[src/rtl/ps2_key_decoder.sv]
`default_nettype none
// ============================================================================
// Module   : ps2_key_decoder
// Purpose  : Turns the raw PS/2 scan-code byte stream into game key state.
//            Tracks make/break (F0) and extended (E0) prefixes, reports
//            held direction flags (WASD or arrow keys), one-cycle move
//            pulses with an initial delay and auto-repeat, and the most
//            recent make code for the HEX display.
// Ports    : CLOCK_50          - system clock
//            reset             - synchronous, active-high
//            received_data     - scan-code byte
//            received_data_en  - one-cycle strobe, received_data valid
//            *_held            - direction currently held
//            move_*            - one-cycle move pulse
//            last_make/last_ext- last accepted make code and its E0 flag
//            make_strobe       - pulses when last_make/last_ext update
// Revision : 1.0 - initial release
// ============================================================================
module ps2_key_decoder #(
    parameter int CNT_W          = 24,
    parameter int FIRST_DELAY    = 12_500_000,
    parameter int REPEAT_CYCLES  = 2_500_000,
    parameter int TIMEOUT_CYCLES = 2_500_000
) (
    input  logic       CLOCK_50,
    input  logic       reset,
    input  logic [7:0] received_data,
    input  logic       received_data_en,
    output logic       up_held,
    output logic       down_held,
    output logic       left_held,
    output logic       right_held,
    output logic       move_up,
    output logic       move_down,
    output logic       move_left,
    output logic       move_right,
    output logic [7:0] last_make,
    output logic       last_ext,
    output logic       make_strobe
);

    typedef enum logic [1:0] {
        ST_IDLE    = 2'd0,
        ST_EXT     = 2'd1,
        ST_BRK     = 2'd2,
        ST_EXT_BRK = 2'd3
    } state_t;

    localparam logic [CNT_W-1:0] c_first_delay  = CNT_W'(FIRST_DELAY);
    localparam logic [CNT_W-1:0] c_repeat       = CNT_W'(REPEAT_CYCLES);
    localparam logic [CNT_W-1:0] c_timeout_last = CNT_W'(TIMEOUT_CYCLES - 1);
    localparam logic [CNT_W-1:0] c_one          = CNT_W'(1);

    state_t           r_state;
    logic [CNT_W-1:0] r_idle_cnt;
    logic [CNT_W-1:0] r_rep_cnt;
    // One bit per physical key. [3:0] = W,S,A,D and [7:4] = arrow up,down,
    // left,right, so direction d is simply bit d OR bit d+4.
    logic [7:0]       r_keys;
    logic [3:0]       r_move;     // {right, left, down, up}

    logic       w_ignored;
    logic       w_make;
    logic       w_break;
    logic       w_ext;
    logic [7:0] w_key_hit;
    logic [7:0] w_keys_next;
    logic [3:0] w_dir_cur;
    logic [3:0] w_dir_next;
    logic [3:0] w_new_dir;
    logic [3:0] w_pulse;
    logic       w_any_next;
    logic       w_expire;
    logic       w_ud_both;
    logic       w_lr_both;

    // Keyboard status/ack bytes that must never be taken as key codes.
    always_comb begin
        w_ignored = 1'b0;
        case (received_data)
            8'hAA, 8'hFA, 8'hEE, 8'hFE, 8'h00, 8'hFF: w_ignored = 1'b1;
            default: w_ignored = 1'b0;
        endcase
    end

    // Classify the current byte as a make/break event given the prefix state.
    always_comb begin
        w_make  = 1'b0;
        w_break = 1'b0;
        w_ext   = 1'b0;
        if (received_data_en) begin
            case (r_state)
                ST_IDLE: begin
                    w_make = (received_data != 8'hE0) && (received_data != 8'hF0) && !w_ignored;
                end
                ST_EXT: begin
                    w_make = (received_data != 8'hE0) && (received_data != 8'hF0);
                    w_ext  = 1'b1;
                end
                ST_BRK: begin
                    w_break = 1'b1;
                end
                ST_EXT_BRK: begin
                    w_break = 1'b1;
                    w_ext   = 1'b1;
                end
                default: begin
                    w_make = 1'b0;
                end
            endcase
        end
    end

    // Map (ext, code) to its physical key bit; non-direction keys map to none.
    always_comb begin
        w_key_hit = 8'b0;
        case ({w_ext, received_data})
            9'h01D: w_key_hit = 8'b0000_0001;
            9'h01B: w_key_hit = 8'b0000_0010;
            9'h01C: w_key_hit = 8'b0000_0100;
            9'h023: w_key_hit = 8'b0000_1000;
            9'h175: w_key_hit = 8'b0001_0000;
            9'h172: w_key_hit = 8'b0010_0000;
            9'h16B: w_key_hit = 8'b0100_0000;
            9'h174: w_key_hit = 8'b1000_0000;
            default: w_key_hit = 8'b0;
        endcase
    end

    assign w_keys_next = w_make  ? (r_keys | w_key_hit)  :
                         w_break ? (r_keys & ~w_key_hit) : r_keys;
    assign w_dir_cur   = r_keys[3:0] | r_keys[7:4];
    assign w_dir_next  = w_keys_next[3:0] | w_keys_next[7:4];
    // Only a direction going from released to held earns an immediate pulse;
    // typematic repeats and the second key of an already-held direction do not.
    assign w_new_dir   = w_make ? (w_dir_next & ~w_dir_cur) : 4'b0;
    assign w_any_next  = |w_dir_next;
    assign w_expire    = w_any_next && (r_rep_cnt == c_one);
    assign w_ud_both   = w_dir_next[0] & w_dir_next[1];
    assign w_lr_both   = w_dir_next[2] & w_dir_next[3];
    // OR-ing new and repeat pulses gives at most one pulse per direction when
    // both land on the same cycle; opposing pairs cancel each other out.
    assign w_pulse     = (w_new_dir | (w_expire ? w_dir_next : 4'b0)) &
                         ~{w_lr_both, w_lr_both, w_ud_both, w_ud_both};

    always_ff @(posedge CLOCK_50) begin
        if (reset) begin
            r_state     <= ST_IDLE;
            r_idle_cnt  <= '0;
            r_rep_cnt   <= '0;
            r_keys      <= 8'b0;
            r_move      <= 4'b0;
            last_make   <= 8'h00;
            last_ext    <= 1'b0;
            make_strobe <= 1'b0;
        end else begin
            make_strobe <= w_make;
            if (w_make) begin
                last_make <= received_data;
                last_ext  <= w_ext;
            end
            r_keys <= w_keys_next;
            r_move <= w_pulse;

            // Shared repeat timer: a newly held direction restarts the long
            // first delay for everyone; idle with nothing held parks at zero.
            if (|w_new_dir) begin
                r_rep_cnt <= c_first_delay;
            end else if (!w_any_next) begin
                r_rep_cnt <= '0;
            end else if (w_expire) begin
                r_rep_cnt <= c_repeat;
            end else if (r_rep_cnt != '0) begin
                r_rep_cnt <= r_rep_cnt - c_one;
            end

            // Prefix tracking; a stalled prefix is abandoned after the timeout
            // so a lost byte cannot corrupt the next key.
            if (received_data_en) begin
                r_idle_cnt <= '0;
                case (r_state)
                    ST_IDLE: begin
                        if (received_data == 8'hE0) begin
                            r_state <= ST_EXT;
                        end else if (received_data == 8'hF0) begin
                            r_state <= ST_BRK;
                        end
                    end
                    ST_EXT: begin
                        if (received_data == 8'hF0) begin
                            r_state <= ST_EXT_BRK;
                        end else if (received_data != 8'hE0) begin
                            r_state <= ST_IDLE;
                        end
                    end
                    default: begin
                        r_state <= ST_IDLE;
                    end
                endcase
            end else if (r_state != ST_IDLE) begin
                if (r_idle_cnt == c_timeout_last) begin
                    r_state    <= ST_IDLE;
                    r_idle_cnt <= '0;
                end else begin
                    r_idle_cnt <= r_idle_cnt + c_one;
                end
            end
        end
    end

    assign up_held    = r_keys[0] | r_keys[4];
    assign down_held  = r_keys[1] | r_keys[5];
    assign left_held  = r_keys[2] | r_keys[6];
    assign right_held = r_keys[3] | r_keys[7];
    assign move_up    = r_move[0];
    assign move_down  = r_move[1];
    assign move_left  = r_move[2];
    assign move_right = r_move[3];

endmodule
`default_nettype wire
[config.mk]
export PLATFORM = sky130hd
export DESIGN_NAME = ps2_key_decoder
export DESIGN_NICKNAME = d
export VERILOG_FILES = /design/src/rtl/ps2_key_decoder.sv
export SDC_FILE = /design/constraint.sdc
export NUM_CORES = 1
export LEC_CHECK = 0
export ABC_AREA = 1
export BUFFER_PORTS_ARGS = -buffer_cell sky130_fd_sc_hd__buf_2
export CAP_MARGIN = 30
export CORE_UTILIZATION = 50
export DETAILED_ROUTE_END_ITERATION = 12
export HOLD_SLACK_MARGIN = 0.05
export PLACE_DENSITY = 0.64
export SLEW_MARGIN = 20
export SYNTH_ARGS = -nofsm -noshare
export SYNTH_HDL_FRONTEND = slang
export SYNTH_SLANG_ARGS = --single-unit
[constraint.sdc]
create_clock -name CLOCK_50 -period 4.76 [get_ports CLOCK_50]
set_input_delay 0.714 -clock CLOCK_50 [delete_from_list [all_inputs] [get_ports CLOCK_50]]
set_output_delay 0.714 -clock CLOCK_50 [all_outputs]
set_load 0.01 [all_outputs]
# After elaboration in Yosys (flattened, before gate mapping)
# Cells that the tools add are included.
totals:
  in_bits: 11
  regBits: 72
op_classes:
  mux: 25
  eq_ne: 25
  reduce_logical: 20
  add_sub_neg: 2
  bitwise_logic: 17
op_table:
  columns: ["cell", "n"]
  rows:
  - ["$mux W24", 5]
  - ["$pmux W8 S8", 1]
  - ["$eq A8 B8 Y1 const B", 7]
  - ["$eq A9 B9 Y1 const B", 4]
  - ["$eq A9 B5 Y1 const B", 3]
  - ["$add A24 B1 Y24 const B", 1]
  - ["$eq A24 B1 Y1 const B", 1]
  - ["$eq A24 B22 Y1 const B", 1]
  - ["$reduce_bool A24 Y1", 1]
  - ["$sub A24 B1 Y24 const B", 1]
  - ["$mux W8", 2]
  - ["$ne A8 B8 Y1 const B", 2]
  - ["$mux W2", 7]
  - ["$or A4 B4 Y4", 3]
  - ["$reduce_or A6 Y1", 2]
  - ["$eq A9 B6 Y1 const B", 1]
  - ["$and A4 B4 Y4", 2]
  - ["$and A8 B8 Y8", 1]
  - ["$logic_not A8 Y1", 1]
  - ["$mux W4", 2]
  - ["$ne A4 B4 Y1 const B", 2]
  - ["$not A4 Y4", 2]
  - ["$not A8 Y8", 1]
  - ["$or A8 B8 Y8", 1]
  - ["17 further kinds", 35]

# Depth between registers and ports, before layout
logic_depth:
  word_depth: 16
  ltp_mapped: 18

# Worst setup path after synthesis
# OpenSTA, ideal clock, no wires.
synth_timing:
  path_type: "input port to flip-flop"
  from: "input received_data[2]"
  to: "register r_rep_cnt[0]"
  arrival_ps: 2181
  path_stages: 14
  required_ps: 4695
  setup_slack_ps: 2513
  path_cell_list: "nor2_1 -> nand2_2 -> o21ai_2 -> nor2_1 -> nand2_2 -> nand2_4 -> buf_6 -> a21oi_2 -> nand2_1 -> nand2_1 -> nand2_2 -> nor2_8 -> nand3_4 -> nor2_2"
synth_via:
  elab_chain_cells: 12
  elab_cells_between_ends: 36
  classes_between: "eq/ne (15); mux (7); bitwise (6); reduce/logical (8)"
synth_rtl:
  columns: ["element", "line_no", "text"]
  rows:
  - ["start: declaration", "27", "input logic [7:0] received_data,"]
  - ["$eq A8 B8 Y1 / $logic_not A8 Y1 (equally long branches)", "80", "case (received_data)"]
  - ["$reduce_or A6 Y1", "80", null]
  - ["$mux W1", "80", null]
  - ["$logic_not A1 Y1", "94", "w_make = (received_data != 8'hE0) && (received_data != 8'hF0) && !w_ignored;"]
  - ["$logic_and A1 B1 Y1", "94", null]
  - ["$pmux W1 S2", "92", "case (r_state)"]
  - ["$mux W1", "91", "if (received_data_en) begin"]
  - ["$mux W8", "130", "assign w_keys_next = w_make ? (r_keys | w_key_hit) :"]
  - ["$or A4 B4 Y4", "133", "assign w_dir_next = w_keys_next[3:0] | w_keys_next[7:4];"]
  - ["$and A4 B4 Y4 / $reduce_or A4 Y1 (equally long branches)", "136, 137", null]
  - ["$mux W4, or another cell as far along", "136", "assign w_new_dir = w_make ? (w_dir_next & ~w_dir_cur) : 4'b0;"]
  - ["$reduce_or A7 Y1 (no line) (*)", null, null]
  - ["end signal: assignment", "168", "r_rep_cnt <= c_first_delay;"]
  - ["end signal: assignment", "172", "r_rep_cnt <= c_repeat;"]
  - ["end signal: assignment", "174", "r_rep_cnt <= r_rep_cnt - c_one;"]
  - ["end: declaration", "56", "logic [CNT_W-1:0] r_rep_cnt;"]
# Mark *: on every way between the ends. The rest lies on a longest branch, timed or not.
# A chain may end at the register's enable or synchronous reset.

# Worst setup path in the final report
layout_timing:
  from: "input received_data[2]"
  to: "register r_rep_cnt[18]"
layout_via:
  elab_chain_cells: 14
  elab_cells_between_ends: 39
  classes_between: "eq/ne (16); mux (10); bitwise (5); reduce/logical (8)"
layout_rtl:
  columns: ["element", "line_no", "text"]
  rows:
  - ["$eq A8 B8 Y1 / $logic_not A8 Y1 (equally long branches)", "80", null]
  - ["$reduce_or A6 Y1", "80", null]
  - ["$mux W1", "80", null]
  - ["$logic_not A1 Y1", "94", null]
  - ["$logic_and A1 B1 Y1", "94", null]
  - ["$pmux W1 S2", "92", null]
  - ["$mux W1", "91", null]
  - ["$mux W8", "130", null]
  - ["$or A4 B4 Y4", "133", null]
  - ["$reduce_or A4 Y1", "137", "assign w_any_next = |w_dir_next;"]
  - ["$logic_and A1 B1 Y1", "138", "assign w_expire = w_any_next && (r_rep_cnt == c_one);"]
  - ["$mux W24", "171", "end else if (w_expire) begin"]
  - ["$mux W24", "169", "end else if (!w_any_next) begin"]
  - ["$mux W24", "167", "if (|w_new_dir) begin"]
# Parallel ways exist; a longest one is shown, timed or not.

==> impl_metrics.yaml <==
sta:
  drv_slew: 0
  fin_setup_tns_ns: 0
  setup_viol: 0
  rsz0062_at_grt: "no"
  fmax_mhz: 406
  period_minus_slack_ns: 2.46
  tightest_slew_ns: 0.794
  fin_skew_ns: 0.00727
  report.final.hold_viol_count: 0
  max_slew_margin: 0.467
  worst_slack_ns: 2.30
  finalCritPeriodShare: 0.517
clock_tree:
  clkTransAtPathRegs_ns: 0.07
  clockBufferDepth: 2
  cts_resized: 0
  post-cts-setup-buffer-count: 0
  clk_latency_ns: 0.35
  cts_sinks: 72
  cts.hold.buffers_added: 0
  cts_made_buffers: 9
  ctsRootBufferMaster: "clkbuf_8"
  cts_tree: "done"
  h-tree-depth: 3
layout:
  diodes: 0
  final_nets: 646
  final_cell_mix: "121 x nand2_1, 112 x nor2_1, 72 x inv_1, 72 x dfxtp_1, 32 x a21oi_1"
  drive_above_1_share: 0.143
  final_common_cell: "nand2_1"
  fillCellCount: 754
  syn2layout_area_growth_pct: 11.2
  final_cells: 739
  fin_area_sq_mm: 0.00446
logic_synthesis:
  yosysSeqAreaShare: 0.359
  syn-instance-count: 602
  ys_ff_latch: 72
  avgSynthCellArea_sq_um: 6.67
  syn_area_sq_mm: 0.00401
  synth-edff-count: 0
  synth_ff_type: "dfxtp_1"
  synth_nets: 616
  async_flop_share: 0
  ys_warn_count: 0
  synth_cell_type_count: 42
place:
  placed_cells: 723
  dp_hpwl_microns: 6810
  dpl_cell_area_sq_mm: 0.00423
  dpl_worst_slack_ns: 1.96
  place.gp.congestion: 0.904
  portBuffers: 28
critical_path:
  cp-start-kind: "primary input"
  crit_buf_inv: 1
  path_cells: "buf_2 -> nor2_1 -> nand2_2 -> o21ai_2 -> nor2_1 -> nand2_2 -> nand2_4 -> a21oi_2 -> nand2_1 -> nand2_1 -> o21ai_0 -> nor2_1 -> a21oi_1"
  path_max_fanout: 31
  r2r-start: "r_state[0]"
  rr_worst_depth: 7
  r2r_slack_ns: 2.44
  slowest_stage: "nor2_1"
  critPathTopFamily: "simple AND/OR/NAND/NOR gates"
  path_common_cell: "nor2_1"
  rr_endpoint: "r_idle_cnt[19]"
  end_kind: "flop"
  crit_required_ns: 4.96
  crit_cells: 13
  crit_arrival_ns: 2.66
  slowest_delay_ns: 0.39
  path_class: "in -> reg"
drt:
  vias: 3839
  drt_first_pass_iters: 6
  ant_nets: 0
  initialDrtViolationCount: 166
  post-route-drc-count: 0
  routed_wl_microns: 9160
  viasPerCell: 5.19
  post_drt_wl_per_cell_microns: 12.4
hold_path:
  hold_start: "r_idle_cnt[23]"
  holdPathStages: 1
  hp-class: "reg -> reg"
  min_to: "r_idle_cnt[23]"
global_route:
  first_global_vias: 3566
  grt_max_degree: 36
  grt_overflow: 0
  grt_pass1_wl_microns: 16000
  grt_use_total: 0.238
  antenna_found_initial: 0
run_status:
  status: "finished, final reports clean"
die:
  die_w_microns: 91.6
  start_util: 0.519
  pin_count: 29
  core_sq_mm: 0.00773
  dieHeight_microns: 91.6
  die-area_sq_mm: 0.00839
  rows: 32
power:
  ir_drop_v: 0.000148
  power_mw: 1.29
  power_leakage_nw: 2.01
  powerDensity_mw_per_mm2: 288
job:
  drv_cap: 0
-- sequential cells by signal, summed over array words and instances (netlist names) --
signal       flops
r_state          2
last_ext         1
r_move           4
last_make        8
r_idle_cnt      24
make_strobe      1
r_keys           8
r_rep_cnt       24
-- synth_stat cells (2+ instances only) --
library cell | n | area [sq um]
nand3_1 | 24 | 120
nand2_2 | 7 | 43.8
xor2_1 | 18 | 158
o21ai_0 | 21 | 105
buf_4 | 2 | 15.0
a21oi_1 | 32 | 160
inv_2 | 7 | 26.3
nand2_1 | 121 | 454
nor2_1 | 112 | 420
nand4_1 | 11 | 68.8
a211oi_1 | 9 | 67.6
a31oi_1 | 6 | 37.5
o21ai_1 | 4 | 20.0
inv_1 | 72 | 270
clkbuf_1 | 5 | 18.8
nor2_2 | 17 | 106
a21oi_2 | 2 | 17.5
nor4_1 | 10 | 62.6
nor3_1 | 22 | 110
a21boi_2 | 3 | 33.8
or2_2 | 3 | 18.8
dfxtp_1 | 72 | 1440
ha_1 | 3 | 37.5
-- how the worst max path moves through the flow --
stage | startpoint | to
final | received_data[2] | r_rep_cnt[18]
after CTS | received_data[2] | r_rep_cnt[18]
after floorplan | received_data[2] | r_rep_cnt[0]
after detailed placement | received_data[2] | r_rep_cnt[18]
after global placement | received_data[2] | r_rep_cnt[18]
after global routing | received_data[4] | r_rep_cnt[18]
-- area by class of cell --
type	instances	area, sq um	share of cell area
Clock inverter	4	76.3	0.0171
Multi-Input combinational cell	441	2220	0.498
Timing Repair Buffer	28	140	0.0314
Inverter	80	300	0.0673
Sequential cell	72	1440	0.323
Clock buffer	12	155	0.0348
Tap cell	102	128	0.0286
-- routing by layer --
metal,part of all wire,vias to the layer above,wire length [microns],global-route usage
met5,0,-,0,0
met4,0.020,0,179,0.0966
met3,0.036,14,329,0.0436
met2,0.45,95,4090,0.383
met1,0.50,1734,4560,0.311
li1,-,1996,-,-
-- logic make-up (layout without fill, tap and decap cells) --
kind of cell,Yosys count,in the layout,synth area share
AND/OR/NAND/NOR,336,336,0.380
buffers and inverters,89,124,0.0873
AO/OA/AOI/OAI,83,83,0.123
flip-flops,72,72,0.359
XOR/XNOR,19,19,0.0415
adder cells (fa/ha/maj),3,3,0.00936
-- report_power, final --
part	internal, mW	total, mW	switching, mW
Clock	0.325	0.566	0.241
Sequential	0.609	0.612	0.00353
Combinational	0.0332	0.108	0.0746
Total	0.967	1.29	0.319
-- metrics by stage --
step | util | hold WS (ns)
after floorplan | - | 0.423
after global placement | 0.547 | 0.450
after detailed placement | 0.547 | 0.455
after CTS | 0.577 | 0.469
after global routing | 0.577 | 0.497
final | 0.577 | 0.470
-- worst reg2reg max path: stages, from the launching register on --
cell,delay (ns)
dfxtp_1,0.36
nor2_1,0.41
inv_1,0.27
nand4_1,0.14
inv_1,0.09
nor2_2,0.33
clkinv_1,0.40
nor3_1,0.25
Note: power is estimated with default switching activity, not from simulation.
